$ cat config.mk
export PLATFORM = sky130hd
export DESIGN_NAME = tlc_phase_sequencer
export DESIGN_NICKNAME = d
export VERILOG_FILES = /design/src/rtl/tlc_phase_sequencer.sv
export SDC_FILE = /design/constraint.sdc
export NUM_CORES = 1
export LEC_CHECK = 0
export CAP_MARGIN = 10
export CORE_ASPECT_RATIO = 1.75
export CORE_UTILIZATION = 56
export CTS_CLUSTER_DIAMETER = 200
export DETAILED_ROUTE_END_ITERATION = 6
export MAX_ROUTING_LAYER = met4
export PLACE_DENSITY = 0.85
export SKIP_LAST_GASP = 1
export SYNTH_ARGS = -nofsm -noshare
export SYNTH_HDL_FRONTEND = slang
export SYNTH_SLANG_ARGS = --single-unit
$ cat constraint.sdc
create_clock -name clk -period 3.7 [get_ports clk]
set_input_delay 0.555 -clock clk [delete_from_list [all_inputs] [get_ports clk]]
set_output_delay 0.555 -clock clk [all_outputs]
set_load 0.02 [all_outputs]
$ cat src/rtl/tlc_phase_sequencer.sv
// N-phase traffic light sequencer. Each served phase runs GREEN -> YELLOW ->
// ALL_RED. Peak mode serves phases cyclically; off-peak mode serves phases on
// latched demand and otherwise rests on REST_PHASE.
module tlc_phase_sequencer #(
  parameter int                         NUM_PHASES = 3,
  parameter int                         TW         = 8,
  parameter logic [NUM_PHASES*TW-1:0]   GREEN_PEAK = {8'd16, 8'd32, 8'd32},
  parameter logic [NUM_PHASES*TW-1:0]   GREEN_OFF  = {8'd8, 8'd16, 8'd16},
  parameter int                         YELLOW_T   = 4,
  parameter int                         ALLRED_T   = 2,
  parameter int                         REST_PHASE = 0
) (
  input  logic                    clk,
  input  logic                    reset,
  input  logic                    peak,
  input  logic [NUM_PHASES-1:0]   sensor,
  output logic [2*NUM_PHASES-1:0] lights,
  output logic [2:0]              cur_phase,
  output logic [1:0]              state_o,
  output logic                    phase_done
);

  localparam logic [1:0] S_GREEN  = 2'd0;
  localparam logic [1:0] S_YELLOW = 2'd1;
  localparam logic [1:0] S_ALLRED = 2'd2;

  localparam logic [1:0] L_GREEN  = 2'd0;
  localparam logic [1:0] L_YELLOW = 2'd1;
  localparam logic [1:0] L_RED    = 2'd2;

  localparam logic [2:0] REST = 3'(REST_PHASE);

  logic [1:0]    state;
  logic [2:0]    cur;
  logic [TW-1:0] timer;
  logic [TW-1:0] gdur;
  logic [7:0]    req;

  logic [1:0]            nstate;
  logic [2:0]            nphase;
  logic                  expired;
  logic                  enter_green;
  logic [TW-1:0]         dur;
  logic [7:0]            cur_mask;
  logic [7:0]            nphase_mask;
  logic [7:0]            sensor8;
  logic [7:0]            req_n;
  logic [2:0]            off_next;
  logic [2:0]            peak_next;
  logic                  off_found;
  logic [2*NUM_PHASES-1:0] lights_n;

  // Per-phase green tables, padded to eight entries so a 3-bit phase indexes them directly
  logic [TW-1:0] gp_arr [8];
  logic [TW-1:0] go_arr [8];

  for (genvar g = 0; g < 8; g++) begin : g_tab
    if (g < NUM_PHASES) begin : g_used
      assign gp_arr[g] = GREEN_PEAK[g*TW +: TW];
      assign go_arr[g] = GREEN_OFF[g*TW +: TW];
    end else begin : g_pad
      assign gp_arr[g] = TW'(1);
      assign go_arr[g] = TW'(1);
    end
  end

  // A programmed duration of zero behaves as a one-cycle state
  function automatic logic [TW-1:0] eff_dur(input logic [TW-1:0] d);
    return (d == '0) ? TW'(1) : d;
  endfunction

  // Timer increments but sticks at all-ones so a long rest never wraps
  function automatic logic [TW-1:0] sat_inc(input logic [TW-1:0] t);
    return (&t) ? t : t + TW'(1);
  endfunction

  // Phase index cur+k reduced modulo NUM_PHASES (k in 1..NUM_PHASES)
  function automatic logic [2:0] phase_add(input logic [2:0] p, input int k);
    int s;
    s = int'(p) + k;
    if (s >= NUM_PHASES) s = s - NUM_PHASES;
    return s[2:0];
  endfunction

  assign sensor8     = 8'(sensor);
  assign cur_mask    = 8'b1 << cur;
  assign nphase_mask = 8'b1 << nphase;
  assign peak_next   = phase_add(cur, 1);

  // Duration of the current state and whether this is its final cycle
  always_comb begin
    case (state)
      S_GREEN:  dur = eff_dur(gdur);
      S_YELLOW: dur = eff_dur(TW'(YELLOW_T));
      default:  dur = eff_dur(TW'(ALLRED_T));
    endcase
    expired = (timer >= dur - TW'(1));
  end

  // Off-peak successor: first requesting phase cyclically after cur, else rest phase
  always_comb begin
    off_next  = REST;
    off_found = 1'b0;
    for (int k = 1; k <= NUM_PHASES; k++) begin
      if (!off_found && req[phase_add(cur, k)]) begin
        off_next  = phase_add(cur, k);
        off_found = 1'b1;
      end
    end
  end

  // Next state / next phase. Off-peak green is left when another phase is
  // waiting, or when a non-rest phase has had its green so control can return
  // to the rest phase.
  always_comb begin
    nstate      = state;
    nphase      = cur;
    enter_green = 1'b0;
    case (state)
      S_GREEN: begin
        if (expired && (peak || |(req & ~cur_mask) || (cur != REST)))
          nstate = S_YELLOW;
      end
      S_YELLOW: begin
        if (expired) nstate = S_ALLRED;
      end
      S_ALLRED: begin
        if (expired) begin
          nstate      = S_GREEN;
          nphase      = peak ? peak_next : off_next;
          enter_green = 1'b1;
        end
      end
      default: begin
        nstate      = S_GREEN;
        enter_green = 1'b1;
      end
    endcase
  end

  // Demand latch: sensors on the green phase are ignored; entering green clears (clear wins)
  always_comb begin
    req_n = req | (sensor8 & ~((state == S_GREEN) ? cur_mask : 8'b0));
    if (enter_green) req_n = req_n & ~nphase_mask;
  end

  // Lamp codes for the state being entered, so lights change on the same edge as state
  always_comb begin
    lights_n = '0;
    for (int i = 0; i < NUM_PHASES; i++) begin
      if (nstate == S_ALLRED || nphase != i[2:0])
        lights_n[2*i +: 2] = L_RED;
      else if (nstate == S_GREEN)
        lights_n[2*i +: 2] = L_GREEN;
      else
        lights_n[2*i +: 2] = L_YELLOW;
    end
  end

  // Sequencer registers with synchronous active-low reset to the rest phase green
  always_ff @(posedge clk) begin
    if (!reset) begin
      state <= S_GREEN;
      cur   <= REST;
      timer <= '0;
      req   <= '0;
      gdur  <= peak ? gp_arr[REST] : go_arr[REST];
      for (int i = 0; i < NUM_PHASES; i++)
        lights[2*i +: 2] <= (i == REST_PHASE) ? L_GREEN : L_RED;
    end else begin
      state  <= nstate;
      cur    <= nphase;
      timer  <= (nstate != state) ? '0 : sat_inc(timer);
      req    <= req_n;
      lights <= lights_n;
      if (enter_green) gdur <= peak ? gp_arr[nphase] : go_arr[nphase];
    end
  end

  assign cur_phase  = cur;
  assign state_o    = state;
  assign phase_done = (state == S_ALLRED) && expired;

endmodule
==> results.md <==
* Core Region at 0.00415 mm^2
* TritonCTS clock tree: built
* Post-route core utilization at 67.7%
* Setup slack of the critical path after layout at 0.248 ns
* Half-perimeter wire length after placement at 5.06 mm
* Maximum number of buffers from clock root to sink at 2
* Largest fanout on the critical path at 6
* Synth-to-Final Area Change at 15.0%
* Async set-or-reset flop fraction in the synthesized netlist at 0%
* Fraction of layout instances using a drive strength above 1 at 10.2%
* Syn_area_per_cell at 8.27 um^2
* Unrepaired setup endpoints after global routing: false
* Remaining antenna violation count after routing at 0
* I/O pin total at 18
* Filler instances at 353
* DIE WIDTH at 51.9 um
* Post-Place Worst Slack at 0.238 ns
* Routed length per instance at 17.2 um
* Sequential fraction of the synthesis area at 27.1%
* Synth Area in XOR/XNOR at 2.87%
* Kind of launch point of the worst setup path: flip-flop
* Power density normalized to cell area at 241 mW/mm^2
* Starting density of the core at 58.8%
* Number of instances in the synthesized netlist at 295
* GRT met3 Usage at 4.08%
* Vias per cell at 6.32
* Wire length after detailed routing at 6.39 mm
* Clock tree root driver cell: sky130_fd_sc_hd__clkbuf_8
* Number of library cell types mapped by synthesis at 61
* Setup total negative slack at 0 ns
* Compound-cell area share of the yosys netlist at 23.6%
* Pin count of the biggest net entering global routing at 25
* Adder and majority gate portion of the synthesized area at 10.8%
* Maximum VDD drop at 0.000322 V
* Slew of the pin with the lowest slew margin at 0.601 ns
* Synthesized cell area at 0.00244 mm^2
* Final clock period utilization by the worst path at 93.3%
* Dominant combinational cell family by area after synthesis: simple AND/OR/NAND/NOR gates
* Finish-stage setup viols at 0
* Antenna violations before repair at 0
* Count of buffers inserted at the top-level ports at 17
* Multi-input logic area at 0.00170 mm^2
* Y dimension of the die at 89.3 um
* Arrival @ worst endpoint at 2.90 ns
* Number of clock sinks at 31
* TritonCTS buffer count at 5
* CTS clock-pin slew for the worst setup and hold paths at 0.07 ns
* Number of antenna repair diodes at 0
* M1 GR Usage at 24.9%
* Post-CTS Hold Fix Bufs at 0
* Count of synthesis-stage warnings from yosys at 0
* Run status: completed
* Most frequently used flop master after synthesis: sky130_fd_sc_hd__dfxtp_1
* Global routing's busiest layer: met2
* Total via count after detailed routing at 2345
* Class of the most critical hold timing path: reg2reg
* Timing-limited maximum frequency at 290 MHz
* Count of flip-flops with a built-in enable after synthesis at 4
* Net count, final at 348
* Minimum clock period after layout at 3.45 ns
* Pins over their slew limit at 0
* Worst endpoint required time at 3.14 ns
* Critical Path End Type: output port
* Portion of netlist area occupied by mux cells at 6.25%
* Site row count at 31
* Global placement routability congestion at 0.963
* Number of flip-flops and latches in the synthesized netlist at 31
* Leakage power of the design at 1.14 nW
* Met2 usage in global routing at 59.7%
* First-pass GRT wire length at 10.2 mm
* Number of hold violations in the final report at 0
* Die Footprint at 0.00464 mm^2
* Layout Skew at 0.00441 ns
* Overall global routing resource usage at 31.0%
* Clk Latency, worst-skew pair at 0.28 ns
* Drc violations at 0
* Path type of the worst setup path: reg2out
* Number of violations of the max-capacitance limit at 0
* Post-synthesis share of cell area spent on and, or, nand and nor gates at 25.7%
* H-Tree Depth at 2
* Number of global-route vias before repair at 2319
* Overall overflow remaining after global route at 0
* Number of violations reported at the end of detailed-routing iteration 0 at 78
* Number of detailed-route iterations in the first pass at 4
* Area occupied by registers at 661 um^2
* Max-Slew Margin vs Limit at 59.8%
[power by group]
| part | internal (mW) | switching [mW] | total (mW) |
|---|---|---|---|
| Clock | 0.131 | 0.128 | 0.259 |
| Combinational | 0.0283 | 0.0308 | 0.0591 |
| Sequential | 0.348 | 0.0100 | 0.358 |
| Total | 0.507 | 0.169 | 0.676 |
[layout make-up]
type                       instances  share of cell area [%]
tap                               49                    2.18
timing repair buffer              28                    8.96
sequential                        31                    23.5
multi-input combinational        243                    60.7
inverter                          12                    1.60
clock inverter                     2                   0.446
clock buffer                       6                    2.58
[flip-flops by register name, indices dropped and copies added, names as in the netlist]
register	count
cur_phase	3
gdur	4
lights	6
req	8
state_o	2
timer	8
[critical path, cell delays in order, from the launching register on]
cell and delay (ns):
sky130_fd_sc_hd__edfxtp_1 0.43, sky130_fd_sc_hd__nor3_1 0.31, sky130_fd_sc_hd__xor2_1 0.20, sky130_fd_sc_hd__nand2_1 0.08
sky130_fd_sc_hd__ha_1 0.30, sky130_fd_sc_hd__a21oi_1 0.19, sky130_fd_sc_hd__nor2_1 0.07, sky130_fd_sc_hd__a221oi_1 0.29
sky130_fd_sc_hd__a211o_1 0.27, sky130_fd_sc_hd__inv_1 0.14, sky130_fd_sc_hd__dlygate4sd2_1 0.35
[per-layer routing]
| layer | vias to the layer above | routed length (um) |
|---|---|---|
| met4 | 0 | 424 |
| met2 | 84 | 3560 |
| met3 | 36 | 216 |
| met5 | - | 0 |
| met1 | 1088 | 2190 |
| li1 | 1137 | - |
[cell families (layout without fill, tap and decap cells)]
family / count (synthesis) / after routing
muxes: 10 / 10
buffers and inverters: 22 / 48
DFF: 31 / 31
and+or+nand+nor: 123 / 123
xor gates and xnor gates: 8 / 8
other: 1 / 2
AOI/OAI and AO/OA: 79 / 79
adders and majority gates: 21 / 21
[metrics by stage]
step / power (mW) / area, um^2 / instances / hold WS [ns]
2_1_floorplan: 0.404 / 2440 / 296 / 0.442
5_1_grt: 0.705 / 2810 / 371 / 0.564
4_1_cts: 0.680 / 2800 / 371 / 0.527
3_3_place_gp: 0.420 / 2720 / 363 / 0.517
3_5_place_dp: 0.423 / 2720 / 363 / 0.522
6_report: 0.676 / 2810 / 371 / 0.543
[cells in the final DEF (no fill, tap or decap), types with 3 or more instances in the layout]
master	netlist	layout
sky130_fd_sc_hd__nand2_1	28	28
sky130_fd_sc_hd__mux2i_1	4	4
sky130_fd_sc_hd__o211ai_1	3	3
sky130_fd_sc_hd__xor2_1	4	4
sky130_fd_sc_hd__o21ai_0	12	12
sky130_fd_sc_hd__clkbuf_8	0	5
sky130_fd_sc_hd__ha_1	21	21
sky130_fd_sc_hd__nand4_1	3	3
sky130_fd_sc_hd__mux4_2	3	3
sky130_fd_sc_hd__a21boi_0	4	4
sky130_fd_sc_hd__clkdlybuf4s50_1	0	16
sky130_fd_sc_hd__and3_1	8	8
sky130_fd_sc_hd__dfxtp_1	27	27
sky130_fd_sc_hd__nor2b_1	6	6
sky130_fd_sc_hd__xnor2_1	4	4
sky130_fd_sc_hd__a21oi_1	15	15
sky130_fd_sc_hd__nor2_1	28	27
sky130_fd_sc_hd__a22o_1	3	3
sky130_fd_sc_hd__nand2b_1	8	8
sky130_fd_sc_hd__buf_4	0	11
sky130_fd_sc_hd__nand3b_1	3	3
sky130_fd_sc_hd__nand3_1	11	11
sky130_fd_sc_hd__a211oi_1	6	6
sky130_fd_sc_hd__and2_1	7	7
sky130_fd_sc_hd__inv_1	12	12
sky130_fd_sc_hd__edfxtp_1	4	4
sky130_fd_sc_hd__a211o_1	4	4
sky130_fd_sc_hd__a31oi_1	5	5
sky130_fd_sc_hd__nor3_1	8	7
sky130_fd_sc_hd__a21o_1	4	4
[final timing paths]
kind / from / endpoint / slack [ns] / cells after the start
worst max-delay path: gdur[3] / phase_done / 0.25 / 10
worst min-delay path: req[3] / req[3] / 0.54 / 2
worst max register to register: gdur[3] / gdur[4] / 0.30 / 14
worst min register to register: req[3] / req[3] / 0.54 / 2
[cell usage after synthesis (5+ instances only)]
cell type,n,area share (%)
sky130_fd_sc_hd__nand3_1,11,2.3
sky130_fd_sc_hd__nor2b_1,6,1.5
sky130_fd_sc_hd__and2_1,7,1.8
sky130_fd_sc_hd__and3_1,8,2.1
sky130_fd_sc_hd__a211oi_1,6,1.8
sky130_fd_sc_hd__nand2_1,28,4.3
sky130_fd_sc_hd__a31oi_1,5,1.3
sky130_fd_sc_hd__a21oi_1,15,3.1
sky130_fd_sc_hd__clkbuf_1,6,0.92
sky130_fd_sc_hd__ha_1,21,11
sky130_fd_sc_hd__dfxtp_1,27,22
sky130_fd_sc_hd__nand2b_1,8,2.1
sky130_fd_sc_hd__o21ai_0,12,2.5
sky130_fd_sc_hd__nor2_1,28,4.3
sky130_fd_sc_hd__inv_1,12,1.8
sky130_fd_sc_hd__nor3_1,8,1.6
[what timing repair did]
action,CTS,global route
gates cloned,0,0
setup buffers,0,0
endpoints found under the setup margin,1,7
resized for setup,1,2
Note: power is estimated with default switching activity, not from simulation.
==> edit 1, RTL diff (config.mk and constraints unchanged) <==
The parameter `NUM_PHASES` goes from 3 to 6.
--- a/src/rtl/tlc_phase_sequencer.sv
+++ b/src/rtl/tlc_phase_sequencer.sv
@@ -3,5 +3,5 @@
 // latched demand and otherwise rests on REST_PHASE.
 module tlc_phase_sequencer #(
-  parameter int                         NUM_PHASES = 3,
+  parameter int                         NUM_PHASES = 6,
   parameter int                         TW         = 8,
   parameter logic [NUM_PHASES*TW-1:0]   GREEN_PEAK = {8'd16, 8'd32, 8'd32},
Ports: changed (resized lights and sensor); port bits go from 18 to 27. No check against the original RTL was run, so the function may have changed too.
==> edit 1 against the original RTL <==
- the run now ends with design-rule violations left
- sequential share of layout area decreased by 1.6 points
- wire length rose by 41%
- final area grew 27%
- area after synthesis up 25%
- core utilization about the same
- global-route usage grew 3.1 points
- worst setup slack worse by 0.032 ns
- final cell count up 19%
- sequential cell count grew 6
- count of clock-buffer cells in the layout fell by 1
- clock skew grew 0.0055 ns
Power is not compared: it rests on default switching activity, and its combinational part moved more than twofold at a synthesized area within 25%.
==> edit 1: results (changes against the original RTL) <==
status=finished with violations; failing checks=design-rule violations; R2R Setup Slk=0.22 ns (-0.08 ns); Nets=418 (+20%); Setup Skew=0.00988 ns (+0.00547 ns); share of cells above drive strength 1=15.5% (+5.2 points); Worst Hold End=timer[7]; worst-path fanout max=12 (+6); gr usage total=34.1% (+3.1 points); fraction of area in multi-input gates=59.8% (-0.90 points); Pre-Repair DR Iteration Count=7 (+3); Regs by FF count=lights x12, req x8, timer x8; largest cells by area after synthesis=dfxtp_1, ha_1, edfxtp_1; vias in the first global route=2952 (+27%); PostCTS Resize Cnt=0 (-1); Post-Layout Cell Count=443 (+19%); Worst EP arrival=3.70 ns (+0.80 ns); buffers outside the clock class=42 (+50%); num sequential=37 (+19%); Seq area share=21.9% (-1.6 points); Worst path slowest cell=ha_1; WL met2=4740 µm (+33%); Hold Slack=0.556 ns (+0.0135 ns); DRT iter0 DRCs=170 (+120%); CLK BUF=5 (-1); sequential area share after synthesis=25.7% (-1.4 points); hold path cells=1 (-1); Distinct cells, synth=77 (+26%); synth cell count leaders=dfxtp_1, nand2_1, nor2_1, ha_1, o21ai_0; worst-case reg-to-reg path depth=11 (-3); Die ar.=5740 µm² (+24%); Reg area=781 µm² (+18%); Worst Setup SP=cur_phase[1]; Max stage delay on crit path=0.47 ns (+0.04 ns); DP Worst Slack=0.165 ns (-0.0737 ns); crit path time final=3.48 ns (+0.0317 ns); # DRC=1 (+1); largest net degree at the start of global routing=17 (-32%); mean post-synth cell area=8.59 µm² (+3.8%); Hold Crit Start=timer[7]; HPWL Detailed=6870 µm (+36%); Post-Route M1 WL=3100 µm (+42%); inverters=17 (+5); worst setup path endpoint=lights[8]; Routability Congestion=1.01 (+4.9%); met3 WL=482 µm (+120%)
-- edit 1: cell types whose count changed in the layout (fill, tap and decap cells not counted), moves of 4 or more --
cell	unedited run	this run
nand2b_1	8	4
o21ai_0	12	18
inv_1	12	16
dfxtp_1	27	33
clkdlybuf4s50_1	16	25
mux2_4	0	5
a31oi_1	5	9
buf_4	11	16
a21boi_0	4	0
mux2i_1	4	9
-- edit 1: logic make-up after synthesis --
logic type,Yosys count,synth area share [%]
DFF,37,25.7
buffers and inverters,34,5.60
adders and majority gates,22,9.06
muxes,19,8.03
other,1,0.123
and+or+nand+nor,134,24.7
AOI/OAI and AO/OA,95,23.4
xor gates and xnor gates,12,3.46
-- edit 1: per-layer routing --
metal  vias up  global-route usage [%]
met2       123                    61.0
met1      1383                    32.5
met5         -                       -
met4         0                    24.9
met3        48                    4.29
li1       1366                       -
-- edit 1: report_power, final --
group,internal (mW),switching [mW]
registers,0.414,0.0149
logic,0.0528,0.0669
clock network,0.268,0.148
==> edit 2, RTL diff (config.mk and constraints unchanged) <==
Without the edit above. Put one more register stage on the output `state_o`. The value now appears one clock later. The other outputs are not delayed to match.
--- a/src/rtl/tlc_phase_sequencer.sv
+++ b/src/rtl/tlc_phase_sequencer.sv
@@ -179,5 +179,7 @@
 
   assign cur_phase  = cur;
-  assign state_o    = state;
+  always_ff @(posedge clk) begin
+    state_o <= state;
+  end
   assign phase_done = (state == S_ALLRED) && expired;
 
Formal check against the unedited RTL: same outputs for any inputs over 10 cycles, from zero or initial values and one cycle with reset low; that may be too few to reach the edited logic, so the function may still have changed.
==> edit 2 against the original RTL <==
- register-to-register slack got worse by 0.04 ns
- critical path type is now reg -> reg
- via count increased by 1.7%
- core utilization decreased by 0.68 points
- wire length increased by 4.0%
- worst hold slack got worse by 0.017 ns
- final area increased by 4.1%
- sequential cell count increased by 2
- power increased by 18%
- worst setup slack improved by 0.012 ns
- combinational power increased by 16%
- count of clock-buffer cells in the layout increased by 1
- area after synthesis increased by 3.3%
==> edit 2: results (changes against the original RTL) <==
Reg area=701 µm² (+6.1%); GR Util met1=27.8% (+2.9 points); Worst Hold End=state_o[0]; post-DR vias/cell=6.68 (+5.7%); P_leak=1.14 nW (about the same); worst-case reg-to-reg path depth=12 (-2); synth cell count leaders=dfxtp_1, nor2_1, ha_1, nand2_1, nor3_1; PostCTS Resize Cnt=2 (+1); WS Path Type=reg -> reg; largest net degree at the start of global routing=32 (+28%); status=finished clean; WL/cell=18.6 µm (+8.1%); area delta synth->final=15.9%; Worst Setup SP=gdur[3]; inverters=9 (-3); Nets=332 (-4.6%); Placed Cells=349 (-3.9%); met3 WL=298 µm (+38%); HPWL Detailed=5100 µm (+0.89%); buffers outside the clock class=31 (+11%); Layout fillers=329 (-6.8%); met3 usage=3.70% (-0.38 points); DRT iter0 DRCs=79 (+1.3%); Worst path slowest cell=o31ai_1; WL met2=3570 µm (+0.22%); #FFs+latches synth=33 (+6.5%); r2r endpoint=req[0]; multiplexer share of the synthesized area=10.2% (+4.0 points); Rel. slew slack=51.4% (-8.4 points); Clock H-tree levels=2 (unchanged); instance area after placement=2800 µm² (+3.2%); largest cells by area after synthesis=dfxtp_1, ha_1, edfxtp_1; Max IR drop VDD=0.262 mV (-19%); Setup Skew=0.00744 ns (+0.00303 ns); Max stage delay on crit path=0.65 ns (+0.22 ns); Post-Route M1 WL=2270 µm (+3.8%); Adder-Cell Fraction of Synth Area=10.4% (-0.35 points); worst-path fanout max=6 (unchanged); EDFF count, synth=4 (unchanged); Clock-cell share=3.98% (+0.95 points); CLK BUF=7 (+1); mapped cell area=2520 µm² (+3.3%); Synth Area in Compound Gates=23.5% (-0.17 points); Switch Pwr=178 µW (+5.9%); first-pass GRT wire length=10500 µm (+2.6%); post-synthesis xor/xnor area fraction=3.13% (+0.25 points); share of cells above drive strength 1=15.0% (+4.8 points); non-clk buf share=9.38% (+0.42 points); sequential area share after synthesis=27.8% (+0.71 points); Routability Congestion=0.927 (-3.8%); met2 Use GR=53.1% (-6.6 points); mean post-synth cell area=9.11 µm² (+10%); comb_multi_in=225 (-7.4%); gr usage total=30.6% (-0.42 points); Hold Crit Start=state[0]; Multi-input gate area=1730 µm² (+1.8%); vias=2386 (+1.7%); Distinct cells, synth=69 (+13%); hold path cells=1 (-1)
## edit 2: cell count changes in the layout (fill, tap and decap cells not counted), sizes merged, moves of 5 or more
cell and change:
nand2 -9, nand3 -5, and3 -5, a21boi -5, nor2 -5, a31oi +5
a21oi -6, and2 -5
## edit 2: stage by stage
step | hold slack [ns] | power [mW] | setup slack, ns
2_1_floorplan | 0.342 | 0.433 | 0.0591
3_3_place_gp | 0.494 | 0.452 | 0.299
3_5_place_dp | 0.511 | 0.455 | 0.194
4_1_cts | 0.518 | 0.800 | 0.176
5_1_grt | 0.546 | 0.824 | 0.0103
6_report | 0.525 | 0.799 | 0.260
## edit 2: power groups by stage
stage | sequential, mW | clock (mW) | combinational (mW)
floorplan | 0.384 | 0 | 0.0487
global placement | 0.386 | 0 | 0.0653
detailed placement | 0.387 | 0 | 0.0683
CTS | 0.379 | 0.353 | 0.0687
global route | 0.380 | 0.368 | 0.0766
finish | 0.379 | 0.351 | 0.0688
